[src/rtl/knn_stream_classifier_pkg.sv]
// Shared types and defaults for the streaming k-nearest-neighbour classifier.
package knn_stream_classifier_pkg;

    localparam int DEF_COORD_W = 16;
    localparam int DEF_N_DIM   = 2;
    localparam int DEF_K       = 4;
    localparam int DEF_LABEL_W = 8;

    // Controller states: RUN accepts points, DRAIN waits for the pipeline,
    // VOTE is a single cycle, DONE holds the result.
    typedef enum logic [2:0] {
        S_IDLE  = 3'd0,
        S_RUN   = 3'd1,
        S_DRAIN = 3'd2,
        S_VOTE  = 3'd3,
        S_DONE  = 3'd4
    } knn_state_t;

    // Width that holds a sum of n_dim squares of coord_w-bit differences
    // without overflow; one spare bit keeps every real distance below the
    // all-ones value used to mark an empty slot.
    function automatic int dist_width(input int coord_w, input int n_dim);
        return 2 * coord_w + $clog2(n_dim) + 1;
    endfunction

endpackage

[src/rtl/knn_stream_classifier_dist.sv]
// Squared Euclidean distance between the latched query and a training point,
// registered once. A tag (label and last flag) travels alongside the distance.
module knn_stream_classifier_dist
    import knn_stream_classifier_pkg::*;
#(
    parameter int COORD_W = DEF_COORD_W,
    parameter int N_DIM   = DEF_N_DIM,
    parameter int DIST_W  = dist_width(DEF_COORD_W, DEF_N_DIM),
    parameter int TAG_W   = DEF_LABEL_W + 1
) (
    input  logic                     clk,
    input  logic                     rst,
    input  logic                     flush,
    input  logic [N_DIM*COORD_W-1:0] query_p0,
    input  logic [N_DIM*COORD_W-1:0] point_p0,
    input  logic [TAG_W-1:0]         tag_p0,
    input  logic                     vld_p0,
    output logic [DIST_W-1:0]        dist_p1,
    output logic [TAG_W-1:0]         tag_p1,
    output logic                     vld_p1
);

    logic [COORD_W-1:0]   q;
    logic [COORD_W-1:0]   p;
    logic [COORD_W-1:0]   diff;
    logic [2*COORD_W-1:0] sq;
    logic [DIST_W-1:0]    sum;

    // Absolute difference per dimension, squared, accumulated at full width.
    always_comb begin
        sum  = '0;
        q    = '0;
        p    = '0;
        diff = '0;
        sq   = '0;
        for (int d = 0; d < N_DIM; d++) begin
            q    = query_p0[d*COORD_W +: COORD_W];
            p    = point_p0[d*COORD_W +: COORD_W];
            diff = (q > p) ? (q - p) : (p - q);
            sq   = {{COORD_W{1'b0}}, diff} * {{COORD_W{1'b0}}, diff};
            sum  = sum + {{(DIST_W-2*COORD_W){1'b0}}, sq};
        end
    end

    // S1 boundary: distance and tag data, no reset needed on data.
    always_ff @(posedge clk) begin
        dist_p1 <= sum;
        tag_p1  <= tag_p0;
    end

    // S1 valid; a flush drops whatever is in flight.
    always_ff @(posedge clk or negedge rst) begin
        if (!rst) vld_p1 <= 1'b0;
        else      vld_p1 <= vld_p0 && !flush;
    end

endmodule

[src/rtl/knn_stream_classifier.sv]
// Streaming k-NN classifier: latches a query, streams labelled points through
// a distance stage, keeps a sorted list of the K nearest, then votes.
module knn_stream_classifier
    import knn_stream_classifier_pkg::*;
#(
    parameter int  COORD_W = DEF_COORD_W,
    parameter int  N_DIM   = DEF_N_DIM,
    parameter int  K       = DEF_K,
    parameter int  LABEL_W = DEF_LABEL_W,
    localparam int DIST_W  = dist_width(COORD_W, N_DIM)
) (
    input  logic                      clk,
    input  logic                      rst,
    input  logic                      start,
    input  logic [N_DIM*COORD_W-1:0]  query,
    input  logic                      in_valid,
    output logic                      in_ready,
    input  logic [N_DIM*COORD_W-1:0]  point,
    input  logic [LABEL_W-1:0]        label,
    input  logic                      last,
    output logic [K*DIST_W-1:0]       nb_dist,
    output logic [K*LABEL_W-1:0]      nb_label,
    output logic [$clog2(K+1)-1:0]    nb_count,
    output logic [LABEL_W-1:0]        class_label,
    output logic                      done,
    output logic                      busy
);

    localparam int CNT_W = $clog2(K+1);
    localparam int TAG_W = LABEL_W + 1;

    knn_state_t                 state;
    logic                       accept;
    logic [N_DIM*COORD_W-1:0]   query_p0;
    logic [N_DIM*COORD_W-1:0]   point_p0;
    logic [TAG_W-1:0]           tag_p0;
    logic                       vld_p0;
    logic [DIST_W-1:0]          dist_p1;
    logic [TAG_W-1:0]           tag_p1;
    logic                       vld_p1;
    logic [LABEL_W-1:0]         label_p1;
    logic                       last_p1;

    logic [DIST_W-1:0]          lst_dist  [K];
    logic [LABEL_W-1:0]         lst_label [K];
    logic [DIST_W-1:0]          nxt_dist  [K];
    logic [LABEL_W-1:0]         nxt_label [K];
    logic [K-1:0]               gt;
    logic [K-1:0]               slot_vld;
    logic [CNT_W-1:0]           votes [K];
    logic [CNT_W-1:0]           best_cnt;
    logic [LABEL_W-1:0]         vote_label;

    // start wins over a simultaneous point so an aborted run leaves nothing behind
    assign accept = in_valid && in_ready && !start;
    assign {last_p1, label_p1} = tag_p1;

    // P0 boundary: capture the point every cycle; the query only on start.
    always_ff @(posedge clk) begin
        point_p0 <= point;
        tag_p0   <= {last, label};
        if (start) query_p0 <= query;
    end

    // P0 valid marks a point accepted on the previous edge.
    always_ff @(posedge clk or negedge rst) begin
        if (!rst) vld_p0 <= 1'b0;
        else      vld_p0 <= accept;
    end

    knn_stream_classifier_dist #(
        .COORD_W (COORD_W),
        .N_DIM   (N_DIM),
        .DIST_W  (DIST_W),
        .TAG_W   (TAG_W)
    ) u_dist (
        .clk      (clk),
        .rst      (rst),
        .flush    (start),
        .query_p0 (query_p0),
        .point_p0 (point_p0),
        .tag_p0   (tag_p0),
        .vld_p0   (vld_p0),
        .dist_p1  (dist_p1),
        .tag_p1   (tag_p1),
        .vld_p1   (vld_p1)
    );

    // Sorted insertion: gt is a thermometer since the list is ascending and
    // empty slots hold all-ones, which no real distance can reach.
    always_comb begin
        for (int i = 0; i < K; i++) begin
            gt[i]        = lst_dist[i] > dist_p1;
            nxt_dist[i]  = lst_dist[i];
            nxt_label[i] = lst_label[i];
        end
        if (gt[0]) begin
            nxt_dist[0]  = dist_p1;
            nxt_label[0] = label_p1;
        end
        for (int i = 1; i < K; i++) begin
            if (gt[i] && !gt[i-1]) begin
                nxt_dist[i]  = dist_p1;
                nxt_label[i] = label_p1;
            end else if (gt[i]) begin
                nxt_dist[i]  = lst_dist[i-1];
                nxt_label[i] = lst_label[i-1];
            end
        end
    end

    // S2 boundary: neighbour list and occupancy, cleared by reset and start.
    always_ff @(posedge clk or negedge rst) begin
        if (!rst) begin
            for (int i = 0; i < K; i++) begin
                lst_dist[i]  <= '1;
                lst_label[i] <= '0;
            end
            nb_count <= '0;
        end else if (start) begin
            for (int i = 0; i < K; i++) begin
                lst_dist[i]  <= '1;
                lst_label[i] <= '0;
            end
            nb_count <= '0;
        end else if (vld_p1 && gt[K-1]) begin
            lst_dist  <= nxt_dist;
            lst_label <= nxt_label;
            if (nb_count != CNT_W'(K)) nb_count <= nb_count + 1'b1;
        end
    end

    // Majority vote over occupied slots; strict compare lets the nearest win ties.
    always_comb begin
        best_cnt   = '0;
        vote_label = '0;
        for (int i = 0; i < K; i++) begin
            slot_vld[i] = lst_dist[i] != '1;
        end
        for (int i = 0; i < K; i++) begin
            votes[i] = '0;
            for (int j = 0; j < K; j++) begin
                if (slot_vld[i] && slot_vld[j] && lst_label[j] == lst_label[i])
                    votes[i] = votes[i] + 1'b1;
            end
        end
        for (int i = 0; i < K; i++) begin
            if (slot_vld[i] && votes[i] > best_cnt) begin
                best_cnt   = votes[i];
                vote_label = lst_label[i];
            end
        end
    end

    // Controller with registered handshake and status outputs.
    always_ff @(posedge clk or negedge rst) begin
        if (!rst) begin
            state       <= S_IDLE;
            in_ready    <= 1'b0;
            busy        <= 1'b0;
            done        <= 1'b0;
            class_label <= '0;
        end else if (start) begin
            state    <= S_RUN;
            in_ready <= 1'b1;
            busy     <= 1'b1;
            done     <= 1'b0;
        end else begin
            case (state)
                S_RUN: begin
                    if (accept && last) begin
                        state    <= S_DRAIN;
                        in_ready <= 1'b0;
                    end
                end
                S_DRAIN: begin
                    if (vld_p1 && last_p1) state <= S_VOTE;
                end
                S_VOTE: begin
                    class_label <= vote_label;
                    state       <= S_DONE;
                    busy        <= 1'b0;
                    done        <= 1'b1;
                end
                default: ;
            endcase
        end
    end

    for (genvar g = 0; g < K; g++) begin : g_pack
        assign nb_dist[g*DIST_W +: DIST_W]    = lst_dist[g];
        assign nb_label[g*LABEL_W +: LABEL_W] = lst_label[g];
    end

endmodule
[config.mk]
export PLATFORM = sky130hd
export DESIGN_NAME = knn_stream_classifier
export DESIGN_NICKNAME = d
export VERILOG_FILES = /design/src/rtl/knn_stream_classifier_pkg.sv /design/src/rtl/knn_stream_classifier_dist.sv /design/src/rtl/knn_stream_classifier.sv
export SDC_FILE = /design/constraint.sdc
export NUM_CORES = 2
export LEC_CHECK = 0
export BUFFER_PORTS_ARGS = -buffer_cell sky130_fd_sc_hd__buf_2
export CORE_ASPECT_RATIO = 2
export CORE_MARGIN = 2
export CORE_UTILIZATION = 50
export CTS_CLUSTER_DIAMETER = 150
export CTS_CLUSTER_SIZE = 12
export DETAILED_ROUTE_END_ITERATION = 8
export PLACE_DENSITY = 0.71
export SYNTH_ARGS = -nofsm -noshare
export SYNTH_HDL_FRONTEND = slang
export SYNTH_SLANG_ARGS = --single-unit
[constraint.sdc]
create_clock -name clk -period 10.01 [get_ports clk]
set_input_delay 1.001 -clock clk [delete_from_list [all_inputs] [get_ports clk]]
set_output_delay 1.001 -clock clk [all_outputs]
set_load 0.02 [all_outputs]
==> results.tsv <==
metric	value	unit
final_cells	4876	
slew_viol_final	0	
syn_nets	4601	
globalRouteOverflowTotal	0	
slowest_stage	fa_1	
cts_buffer_depth	3	
skew	0.0624	ns
antenna_found_initial	4	
max_freq	0.102	GHz
clock-sinks	302	
worst_hold_path.endpoint	u_dist.tag_p1[8]	
yosys_register_bits	302	
maxSlewHeadroom	1.59	%
nets	4835	
drive_gt1_share	16.9	%
start_util	50.5	%
coreArea	68700	µm²
holdPathStages	0	
ioPinCount	259	
ant_nets	0	
critPathMaxStageDelay	0.56	ns
cts_tree	done	
worst_pin_slew	1.47	ns
drv_cap	0	
utilization	56.1	%
hold_violations	0	
min-delay-start	tag_p0[8]	
syn_to_final_growth	11.1	%
end_kind	register	
die_h	377	µm
cp_max_fo	12	
routed_wl	119000	µm
synthArstFlopShare	61.9	%
critical-path-top-delay-family	adder cells	
synthTopCellsByArea	fa_1 (23%), ha_1 (15%), dfstp_2 (10%), inv_1 (7.1%), dfxtp_1 (4.8%)	
viasPerCell	5.97	
path_common_cell	fa_1	
path_buf_inv	10	
cp.arrival	10.31	ns
synth_edf_count	32	
ys.flop_type	dfstp_2	
hp-class	reg -> reg	
yosys-top-cells-count	inv_1 (659), ha_1 (411), fa_1 (392)	
worstSetupPathType	reg -> reg	
dp.cells	4812	
syn_inst	3721	
startpoint_type	register	
htree_levels	1	
regToRegEndpoint	u_dist.dist_p1[25]	
drc	0	
period_share	97.6	%
setup_viol	0	
fill_cells	6290	
synth_area	34700	µm²
cts_hold_buffers	0	
ff2ff_path_depth	39	
fin_crit	9.77	ns
outcome	completed	
root_buffer	clkbuf_16	
yosysMostFrequentCell	inv_1	
cp.required	10.55	ns
dr.first_iter.drc_count	1968	
grt.total_usage	33.4	%
numCtsBuffers	29	
grt_max_degree	108	
avgSynthCellArea	9.33	µm²
grt_pass1_wl	179000	µm
grt_pass1_vias	31000	
gp_congestion	1.03	
wire_per_inst	24.3	µm
rsz0062_at_grt	yes	
synth_cell_types	89	
die-area	71700	µm²
dp_slack	0.0186	ns
num_rows	136	
port_buffers	258	
synth_top_cell_by_area	fa_1	
hpwl	96000	µm
clk_latency	0.65	ns
r2r-start	query_p0[0]	
synth_warnings	0	
die_x	190	µm
setup_slack	0.236	ns
reg2reg_slack	0.24	ns
yosysSeqAreaShare	21.5	%
routed-via-count	29100	
yosysTopAreaCellShare	22.6	%
drt_pass1_iterations	5	
clk_pin_slew	0.08	ns
[kinds of logic after synthesis]
| family | count (synthesis) | synth area share [%] |
|---|---|---|
| fa+ha+maj | 805 | 37.5 |
| flops | 302 | 21.5 |
| mux | 79 | 2.36 |
| buf+inv | 860 | 9.51 |
| compound gates | 790 | 15.3 |
| simple gates | 748 | 10.2 |
| xor+xnor | 137 | 3.70 |
[registers in the layout, summed over array words and instances, names as in the netlist]
| signal | count |
|---|---|
| nb_dist | 136 |
| tag_p0 | 9 |
| point_p0 | 32 |
| busy | 1 |
| nb_count | 3 |
| class_label | 8 |
| nb_label | 32 |
| u_dist.tag_p1 | 9 |
| u_dist.vld_p1 | 1 |
| in_ready | 1 |
| state | 3 |
| query_p0 | 32 |
| vld_p0 | 1 |
| u_dist.dist_p1 | 33 |
| done | 1 |
[area by class of cell]
class                           count  area (µm²)  area share, %
Clock buffer                       52         812           2.10
Inverter                          669        2510           6.51
Tap cell                          897        1120           2.91
Antenna cell                        1        2.50        0.00648
Sequential cell                   302        7470           19.4
Clock inverter                      2        31.3         0.0811
Timing Repair Buffer              394        2380           6.18
Multi-Input combinational cell   2559       24300           62.8
[worst max path at each step]
stage / end / startpoint / slack (ns) / cells after the start
after floorplan: u_dist.dist_p1[30] / query_p0[0] / 0.46 / 40
after global placement: u_dist.dist_p1[31] / query_p0[0] / 0.08 / 39
after detailed placement: u_dist.dist_p1[30] / query_p0[16] / 0.02 / 31
after CTS: u_dist.dist_p1[30] / query_p0[16] / 0.01 / 31
after global routing: u_dist.dist_p1[25] / query_p0[0] / -0.14 / 40
final: u_dist.dist_p1[25] / query_p0[0] / 0.24 / 39
[layer usage]
layer	share of wire, %	global-route usage (%)	routed length (µm)
met1	30	30.0	35300
met2	52	61.4	61300
met3	6.8	6.94	8080
met4	12	31.0	14000
met5	0	0	0
[stage by stage]
step	hold slack, ns	area, µm²	TNS [ns]
global route	0.339	38600	-0.588
CTS	0.326	38300	0
floorplan	0.310	34700	0
global placement	0.313	37400	0
finish	0.324	38600	0
detailed placement	0.315	37400	0
[placed cells by master, fill, tap and decap left out, drive strengths merged, types with 33 or more instances in the layout]
master   synthesis  final
o211ai          47     47
nor2           284    284
inv            663    667
clkbuf         142     54
xnor2           89     89
dfstp          136    136
o21ai          208    208
a2bb2oi         33     33
buf             49    392
dfrtp           51     51
ha             411    411
a21oi          153    153
nand4           81     81
nand2          167    167
o311ai          33     33
dfxtp           83     83
mux2i           66     66
nand3           67     67
o31a            35     35
a21o            96     96
xor2            47     47
fa             392    392
a221oi          34     34
[repair_timing]
action,in CTS,in global routing
endpoints found under the hold margin,0,0
endpoints found under the setup margin,2,15
pin swaps,0,9
buffers inserted,0,8
gates resized for setup,2,57
cloned,0,1
Power is not shown: default switching activity piles up to over one toggle a cycle in this logic, so the estimate is an artifact.
